**src/rtl/par_port_pkg.sv**
```systemverilog
// par_port_pkg: shared FSM state, ACK counter width and reset constants for the parallel port receiver
package par_port_pkg;
  typedef enum logic [1:0] {IDLE, HOLD, ACK, WAIT_HI} rx_state_e;
  localparam int ACK_CW = 4;
  localparam logic SYNC_RST = 1'b0;
  localparam logic NACK_RST = 1'b1;
  localparam logic IRQ_RST = 1'b1;
  localparam logic [7:0] DATA_RST = 8'h00;
endpackage

```
**src/rtl/par_rx_fifo.sv**
```systemverilog
// par_rx_fifo: synchronous byte FIFO with registered head output and wrap-bit full/empty
module par_rx_fifo #(
  parameter int DEPTH = 4
) (
  input  logic       clk,
  input  logic       rst,
  input  logic       wr,
  input  logic [7:0] din,
  input  logic       rd,
  output logic [7:0] dout,
  output logic       empty,
  output logic       full
);
  import par_port_pkg::*;
  localparam int AW = $clog2(DEPTH);
  logic [AW:0] wp_q, wp_d, rp_q, rp_d, rp_n;
  logic [7:0] mem_q [DEPTH];
  logic [7:0] dout_q, dout_d;
  logic do_wr, do_rd;
  // Pointer compare, pop/push qualification and next head value
  always_comb begin
    empty = wp_q == rp_q;
    full = (wp_q[AW] != rp_q[AW]) && (wp_q[AW-1:0] == rp_q[AW-1:0]);
    do_rd = rd & ~empty;
    do_wr = wr & (~full | do_rd);
    rp_n = rp_q + 1'b1;
    wp_d = do_wr ? wp_q + 1'b1 : wp_q;
    rp_d = do_rd ? rp_n : rp_q;
    dout_d = do_rd ? ((rp_n == wp_q) ? (do_wr ? din : dout_q) : mem_q[rp_n[AW-1:0]])
                   : ((empty & do_wr) ? din : dout_q);
  end
  // Storage array, not reset: contents are only visible through dout_q
  always_ff @(posedge clk) if (do_wr) mem_q[wp_d[AW-1:0] - 1'b1] <= din;
  // Pointers and registered head
  always_ff @(posedge clk or posedge rst) begin
    if (rst) begin
      wp_q <= '0;
      rp_q <= '0;
      dout_q <= DATA_RST;
    end else begin
      wp_q <= wp_d;
      rp_q <= rp_d;
      dout_q <= dout_d;
    end
  end
  assign dout = dout_q;
endmodule

```
**src/rtl/par_port_rx.sv**
```systemverilog
// par_port_rx: strobed parallel port receiver with BUSY/nACK handshake and FIFO; PAR_RX_IRQ_EN builds nIRQ
module par_port_rx #(
  parameter int DEPTH = 4,
  parameter int ACK_CYCLES = 3
) (
  input  logic       E,
  input  logic       RES,
  input  logic       nSTB,
  input  logic [7:0] PD,
  output logic       BUSY,
  output logic       nACK,
  input  logic       RD,
  output logic [7:0] RD_DATA,
  output logic       EMPTY,
  output logic       FULL,
  output logic       OVR,
  input  logic       CLR_OVR,
  input  logic       IE,
  output logic       nIRQ
);
  import par_port_pkg::*;
  logic stb_s1_q, stb_s2_q, stb_prev_q, stb_ev;
  logic [7:0] pd_s1_q, pd_s2_q, hold_q, hold_d;
  rx_state_e state_q, state_d;
  logic [ACK_CW-1:0] cnt_q, cnt_d;
  logic nack_q, nack_d, ovr_q, ovr_d, wr_en;
  // Synchronisers and edge register; reset low so a strobe held across reset is not an event
  always_ff @(posedge E or posedge RES) begin
    if (RES) begin
      stb_s1_q <= SYNC_RST;
      stb_s2_q <= SYNC_RST;
      stb_prev_q <= SYNC_RST;
      pd_s1_q <= DATA_RST;
      pd_s2_q <= DATA_RST;
    end else begin
      stb_s1_q <= nSTB;
      stb_s2_q <= stb_s1_q;
      stb_prev_q <= stb_s2_q;
      pd_s1_q <= PD;
      pd_s2_q <= pd_s1_q;
    end
  end
  // Handshake FSM next state, hold register, ACK counter and overrun flag
  always_comb begin
    stb_ev = stb_prev_q & ~stb_s2_q;
    state_d = state_q;
    hold_d = hold_q;
    cnt_d = cnt_q;
    wr_en = 1'b0;
    case (state_q)
      IDLE: if (stb_ev) begin
        hold_d = pd_s2_q;
        state_d = HOLD;
      end
      HOLD: if (~FULL | RD) begin
        wr_en = 1'b1;
        cnt_d = ACK_CW'(ACK_CYCLES - 1);
        state_d = ACK;
      end
      ACK: if (cnt_q == '0) state_d = WAIT_HI;
           else cnt_d = cnt_q - 1'b1;
      WAIT_HI: if (stb_s2_q) state_d = IDLE;
      default: state_d = IDLE;
    endcase
    nack_d = state_q != ACK;
    ovr_d = (stb_ev & (state_q != IDLE)) | (ovr_q & ~CLR_OVR);
  end
  // Control state registers
  always_ff @(posedge E or posedge RES) begin
    if (RES) begin
      state_q <= IDLE;
      hold_q <= DATA_RST;
      cnt_q <= '0;
      nack_q <= NACK_RST;
      ovr_q <= 1'b0;
    end else begin
      state_q <= state_d;
      hold_q <= hold_d;
      cnt_q <= cnt_d;
      nack_q <= nack_d;
      ovr_q <= ovr_d;
    end
  end
  par_rx_fifo #(.DEPTH(DEPTH)) u_fifo (
    .clk(E),
    .rst(RES),
    .wr(wr_en),
    .din(hold_q),
    .rd(RD),
    .dout(RD_DATA),
    .empty(EMPTY),
    .full(FULL)
  );
  assign BUSY = state_q != IDLE;
  assign nACK = nack_q;
  assign OVR = ovr_q;
`ifdef PAR_RX_IRQ_EN
  logic irq_n_q, irq_n_d;
  // Registered level interrupt from data-available or overrun
  always_comb irq_n_d = ~(IE & (~EMPTY | ovr_q));
  // Interrupt register
  always_ff @(posedge E or posedge RES) begin
    if (RES) irq_n_q <= IRQ_RST;
    else irq_n_q <= irq_n_d;
  end
  assign nIRQ = irq_n_q;
`else
  logic unused_ie;
  assign unused_ie = IE;
  assign nIRQ = IRQ_RST;
`endif
endmodule

```
**config.mk**
```make
export PLATFORM = sky130hd
export DESIGN_NAME = par_port_rx
export DESIGN_NICKNAME = d
export VERILOG_FILES = /design/src/rtl/par_port_pkg.sv /design/src/rtl/par_rx_fifo.sv /design/src/rtl/par_port_rx.sv
export SDC_FILE = /design/constraint.sdc
export NUM_CORES = 1
export LEC_CHECK = 0
export CAP_MARGIN = 20
export CORE_ASPECT_RATIO = 0.6
export CORE_MARGIN = 2
export CORE_UTILIZATION = 52
export CTS_CLUSTER_SIZE = 14
export DETAILED_ROUTE_END_ITERATION = 12
export MAX_ROUTING_LAYER = met4
export PLACE_DENSITY = 0.75
export RECOVER_POWER = 25
export SYNTH_ARGS = -nofsm -noshare
export SYNTH_HDL_FRONTEND = slang
export SYNTH_SLANG_ARGS = --single-unit
```
**constraint.sdc**
```tcl
create_clock -name E -period 4.3 [get_ports E]
set_input_delay 0.645 -clock E [delete_from_list [all_inputs] [get_ports E]]
set_output_delay 0.645 -clock E [all_outputs]
set_load 0.02 [all_outputs]
```
== Word level (Yosys, flattened, before mapping) ==
Memories as Yosys holds them, arrays and structs flattened.
Index checks and enable logic that the tools add are counted.

* Bits in registers: 49
* Memory bits (writable): 32
* Input bits: 14
* Output and inout port bits: 14
* Word-level logic and storage cells: 73
* Memories: 1

* Add/subtract/negate cells: 4
* Eq/ne operators: 14
* Muxes and demuxes: 17
* Bitwise gates (word level): 13
* Reductions and logical operators: 10

{| class="wikitable"
|+ Memory list
! memory !! words !! bits a word !! rd ports !! clocked after Yosys merged registers in !! wr ports !! RTL line !! text
|-
| u_fifo.mem_q || 4 || 8 || 1 || 0 || 1 || par_rx_fifo.sv:17 || <nowiki>logic [7:0] mem_q [DEPTH];</nowiki>
|}

{| class="wikitable"
|+ Operators by type and width
! cell !! number
|-
| 2-to-1 mux 8 bit || 4
|-
| inequality test 2 bit, second input constant || 6
|-
| 2-to-1 mux 2 bit || 5
|-
| 2-to-1 mux 4 bit || 2
|-
| case mux 2 bit (4 select lines) || 1
|-
| case mux 4 bit (2 select lines) || 1
|-
| adder 3 x 1 -> 3 bit, second input constant || 2
|-
| AND 1 bit || 6
|-
| == test 3 bit || 2
|-
| nonzero test 2 bit || 3
|-
| == test 2 bit, second input constant || 2
|-
| logical NOT 4 bit || 1
|-
| 2-to-1 mux 1 bit || 4
|-
| inverter 1 bit || 4
|-
| AND reduction 2 bit || 2
|-
| AND reduction 4 bit || 1
|-
| subtractor 4 x 1 -> 4 bit, second input constant || 1
|-
| inequality test 3 x 2 -> 1 bit, second input constant || 1
|-
| bitwise OR 1 bit || 3
|-
| AND reduction 3 bit || 1
|-
| == test 2 x 1 -> 1 bit, second input constant || 1
|-
| == test 2 bit || 1
|-
| logical NOT 2 bit || 1
|-
| subtractor 2 x 1 -> 2 bit, second input constant || 1
|-
| other kinds (2) || 2
|}

== Depth between registers and ports, before layout ==
* Depth after elaboration: 10
* Mapped depth: 7
* Depth with buffers taken out: 6

== Modules after synthesis ==
From an unflattened synthesis, not the netlist that was laid out.

* Cells, all modules: 201
* Area total of the unflattened synthesis: 3,335.7 sq um

{| class="wikitable"
|+ By module, submodules not included
! module !! times used !! cells an instance !! area each (sq um) !! seq. area each (sq um)
|-
| par_rx_fifo || 1 || 107 || 2,023.2 || 1,311.3
|-
| par_port_rx || 1 || 94 || 1,312.5 || 877.1
|}

== Least setup slack after synthesis ==
No wires, ideal clock.

* Kind: reg-to-reg
* From: reg u_fifo.wp_q[0]
* To: mem u_fifo.mem_q[2][0], enable pin
* Library setup time: 385 ps
* Arrival time: 1,936 ps
* Required time: 3,915 ps
* Path slack: 1,978 ps
* Stages on the path, launching flop included: 7
* Buffers on the path: 2
* Clock period less this slack: 2,322 ps
* Cell sequence: dfrtp_1 > clkbuf_1 > xor2_1 > or4_1 > buf_2 > nand2_2 > nor3b_1

* Longest elaborated chain between the ends: 9
* Elaborated cells between the ends (all ways): 16
* Those cells by class: add/sub: 2; eq/ne: 2; mux: 5; bitwise: 6; reduce/logical: 1

{| class="wikitable"
|+ RTL lines
! what !! RTL line !! text
|-
| from (decl) || par_rx_fifo.sv:16 || <nowiki>logic [AW:0] wp_q, wp_d, rp_q, rp_d, rp_n;</nowiki>
|-
| from (signal assigned) || par_rx_fifo.sv:41 || <nowiki>wp_q <= wp_d;</nowiki>
|-
| == test 2 bit || par_rx_fifo.sv:23 || <nowiki>full = (wp_q[AW] != rp_q[AW]) && (wp_q[AW-1:0] == rp_q[AW-1:0]);</nowiki>
|-
| logical AND 1 bit || par_rx_fifo.sv:23 ||
|-
| inverter 1 bit || par_rx_fifo.sv:25, par_port_rx.sv:55 ||
|-
| bitwise OR 1 bit || par_port_rx.sv:55 || <nowiki>HOLD: if (~FULL | RD) begin</nowiki>
|-
| 2-to-1 mux 1 bit || par_port_rx.sv:55 ||
|-
| 2-to-1 mux 1 bit || par_port_rx.sv:50 || <nowiki>case (state_q)</nowiki>
|-
| AND 1 bit || par_rx_fifo.sv:25 || <nowiki>do_wr = wr & (~full | do_rd);</nowiki>
|-
| 2-to-1 mux 2 bit or 2-to-1 mux 1 bit (tied branches) || par_rx_fifo.sv:27, par_rx_fifo.sv:33 ||
|-
| subtractor 2 x 1 -> 2 bit or 2-to-1 mux 1 bit (tied branches) || par_rx_fifo.sv:33 || <nowiki>always_ff @(posedge clk) if (do_wr) mem_q[wp_d[AW-1:0] - 1'b1] <= din;</nowiki>
|-
| to (decl) || par_rx_fifo.sv:17 ||
|}

Several ways; a longest one is shown, not always the timed one.

== Worst setup path in the final report ==
* From: reg u_fifo.rp_q[0]
* To: out EMPTY

* Longest elaborated chain between the ends: 1

{| class="wikitable"
|+ RTL lines
! what !! RTL line !! text
|-
| from (decl) || par_rx_fifo.sv:16 ||
|-
| from (signal assigned) || par_rx_fifo.sv:42 || <nowiki>rp_q <= rp_d;</nowiki>
|-
| == test 3 bit || par_rx_fifo.sv:22 || <nowiki>empty = wp_q == rp_q;</nowiki>
|-
| to (decl) || par_port_rx.sv:14 || <nowiki>output logic EMPTY,</nowiki>
|}

No other way between the ends.

==> metrics <==
Rows=22; Final period util=68.6%; DR vias=1935; startpoint types=register; Avg WL per Cell=17.2 µm; die footprint=7050 µm²; number of I/O port buffers=25; CTS sink count=81; metal3 WL=400 µm; number of flops mapped to enable cells by yosys=32; maxcap violations=0; placed cell count=328; Die Width=107 µm; number of cells in the finished layout apart from fillers=345; worst-path fanout max=12; Synth Register Bits=81; worst vdd ir=0.364 mV; fin nets=278; DRC=0; Max Fclk=339 MHz; total power=3.14 mW; largest net degree at the start of global routing=50; initial DRC count=214; area share of the largest cell type after synthesis=36.2%; worst clock skew=0.00584 ns; Hold Path Class=register to register; Slew headroom=48.3%; Diodes inserted=0; initial antenna violation count=0; total gr overflow=0; antenna-violating nets left=0; Async SR Flop Fraction=60.5%; reg-to-reg slack, setup=1.49 ns; Hold Fails Final Rpt=0; status=completed; largest delay contributor family on the critical path=flip-flops; crit path kind=register to output port; gr usage total=19.3%; Worst Path Required=3.65 ns; Synth Flop Type=dfrtp_1; post-CTS setup buffers=0; Routed WL=5950 µm; First-pass DRT Iterations=4; Hold WS=0.355 ns; core region area=6140 µm²; CTS Buf Count=9; # setup viols final=0; final worst slack=1.35 ns; Yosys cell types=47; fin crit period=2.95 ns; RSZ-0062 raised after global routing=false; Final Slew Violations=0; Fill cells=456; Gate Count Post-Synth=226; Cell Chain, Critical Path=xnor2_1, nand2_1, nor2_1, clkdlybuf4s50_1; Post-Synthesis Net Count=248; Critical Path End Type=output port; hold-fix buffers at CTS=0; Power Dens Cells=810 nW/µm²; Ports=28; post-synthesis sequential area ratio=66.0%; CTS tree=yes; Initial Util=54.0%; CP max stage cell=dfrtp_1; register clock-pin slew on the reported worst setup and hold paths=0.09 ns; Area contributors post-synth=dfrtp_1, edfxtp_1, mux4_2, mux2_2, ha_1; Mean Syn Cell Area=14.7 µm²; DR WL met2=2730 µm; Vert. Die Dim=65.8 µm; routability cong.=0.735; peak per-stage delay on the critical path=0.66 ns; max layer used=met4; H-tree Lvls=3; first-pass GRT wire length=9550 µm; Worst Tran Pin Value=0.772 ns; area delta synth->final=17.1%; Post-DP HPWL=3910 µm; Yosys top cell by area=dfrtp_1; Vias/cell=5.61; share of layout cells above drive strength 1=16.5%; Root Buffer=clkbuf_8; area of the multi-input gates=1030 µm²; Max Root-Sink Buffers=2; CP arrival=2.30 ns; Clock Latency Late Sink=0.35 ns; leakage power=1.52 nW; pre-CTS setup slack=1.51 ns; WP buf/inv=1; # resized after CTS=0; WL met1=2740 µm; vias in the first global route=1808; Post-Syn Area=3310 µm²; Final TNS setup=0 ns; Reg area=2190 µm²; YS warnings=0
-- report_power, final --
| group | leakage [nW] | total [mW] | switching (mW) | internal, mW |
|---|---|---|---|---|
| clock | 0.111 | 0.593 | 0.307 | 0.287 |
| sequential | 0.867 | 1.29 | 0.201 | 1.09 |
| combinational | 0.542 | 1.26 | 0.680 | 0.581 |
| total | 1.52 | 3.14 | 1.19 | 1.95 |
-- metal layers --
layer | global-route usage, % | vias to the layer above
met5 | - | -
met4 | 6.82 | 0
met3 | 6.11 | 12
met2 | 27.9 | 68
met1 | 26.0 | 961
li1 | - | 894
-- cells in the mapped netlist (all sizes together), types with 3 or more instances --
| library cell | count |
|---|---|
| a31oi | 9 |
| buf | 6 |
| clkbuf | 5 |
| mux2i | 3 |
| o21ai | 10 |
| xnor2 | 6 |
| mux2 | 11 |
| dfrtp | 48 |
| nand3 | 12 |
| mux4 | 8 |
| xor2 | 5 |
| ha | 8 |
| nor3 | 11 |
| nand2 | 6 |
| inv | 12 |
| edfxtp | 32 |
| nor2 | 4 |
-- worst paths after layout --
check                                      startpoint                    endpoint  depth (start not counted)
min                              pd_s1_q[4]$_DFF_PP0_        pd_s2_q[4]$_DFF_PP0_                          0
max reg2reg                u_fifo.rp_q[0]$_DFFE_PP0N_  u_fifo.dout[1]$_DFFE_PP0P_                          5
min reg2reg                      pd_s1_q[4]$_DFF_PP0_        pd_s2_q[4]$_DFF_PP0_                          0
min in group asynchronous                         RES        pd_s1_q[7]$_DFF_PP0_                          2
max in group asynchronous                         RES              nACK$_DFF_PP1_                          3
max                        u_fifo.rp_q[0]$_DFFE_PP0N_                       EMPTY                          4
-- cell families after synthesis --
group	Yosys count	synth area share [%]
compound gates	32	6.34
xor+xnor	12	3.62
fa+ha+maj	8	3.02
buf+inv	23	2.98
flops	81	66.0
mux	22	10.1
other cells	1	0.113
simple gates	47	7.81
-- layout by cell type (no fill, tap or decap), types with 2 or more instances in the layout --
master | synthesis | layout
a31oi_1 | 9 | 9
or4_1 | 2 | 2
xnor2_1 | 6 | 6
clkdlybuf4s50_1 | 0 | 24
nand2b_1 | 2 | 2
ha_1 | 8 | 8
inv_8 | 0 | 3
buf_4 | 2 | 4
edfxtp_1 | 32 | 32
o21ai_0 | 9 | 9
mux4_2 | 8 | 8
xor2_1 | 5 | 5
o22ai_1 | 2 | 2
nor4_1 | 2 | 2
nor3_1 | 10 | 10
nor3b_1 | 2 | 2
inv_1 | 12 | 11
nand3_1 | 12 | 12
clkbuf_8 | 0 | 9
mux2_1 | 2 | 2
nand2_1 | 5 | 5
mux2i_1 | 3 | 3
nor2_1 | 4 | 4
dfrtp_1 | 48 | 48
inv_6 | 0 | 3
mux2_2 | 9 | 9
-- registers in the layout, indices dropped and copies added (netlist names) --
signal	cells
stb_prev_q	1
pd_s2_q	8
hold_q	8
u_fifo.mem_q	32
u_fifo.dout	8
u_fifo.wp_q	3
cnt_q	4
nACK	1
stb_s1_q	1
OVR	1
u_fifo.rp_q	3
stb_s2_q	1
pd_s1_q	8
state_q	2
-- metrics by stage --
step                util, %  cell area, µm²
finish                 63.2            3880
global route           63.2            3880
CTS                    62.9            3860
detailed placement     59.4            3650
global placement       59.4            3650
floorplan                 -            3310
-- final cells by class --
| type | instances | share of cell area [%] |
|---|---|---|
| Sequential cell | 81 | 56.4 |
| Multi-Input combinational cell | 122 | 26.5 |
| Timing Repair Buffer | 30 | 7.74 |
| Clock buffer | 9 | 3.19 |
| Tap cell | 84 | 2.71 |
| Clock inverter | 7 | 2.32 |
| Inverter | 12 | 1.16 |
(Power assumes the default switching activity.)
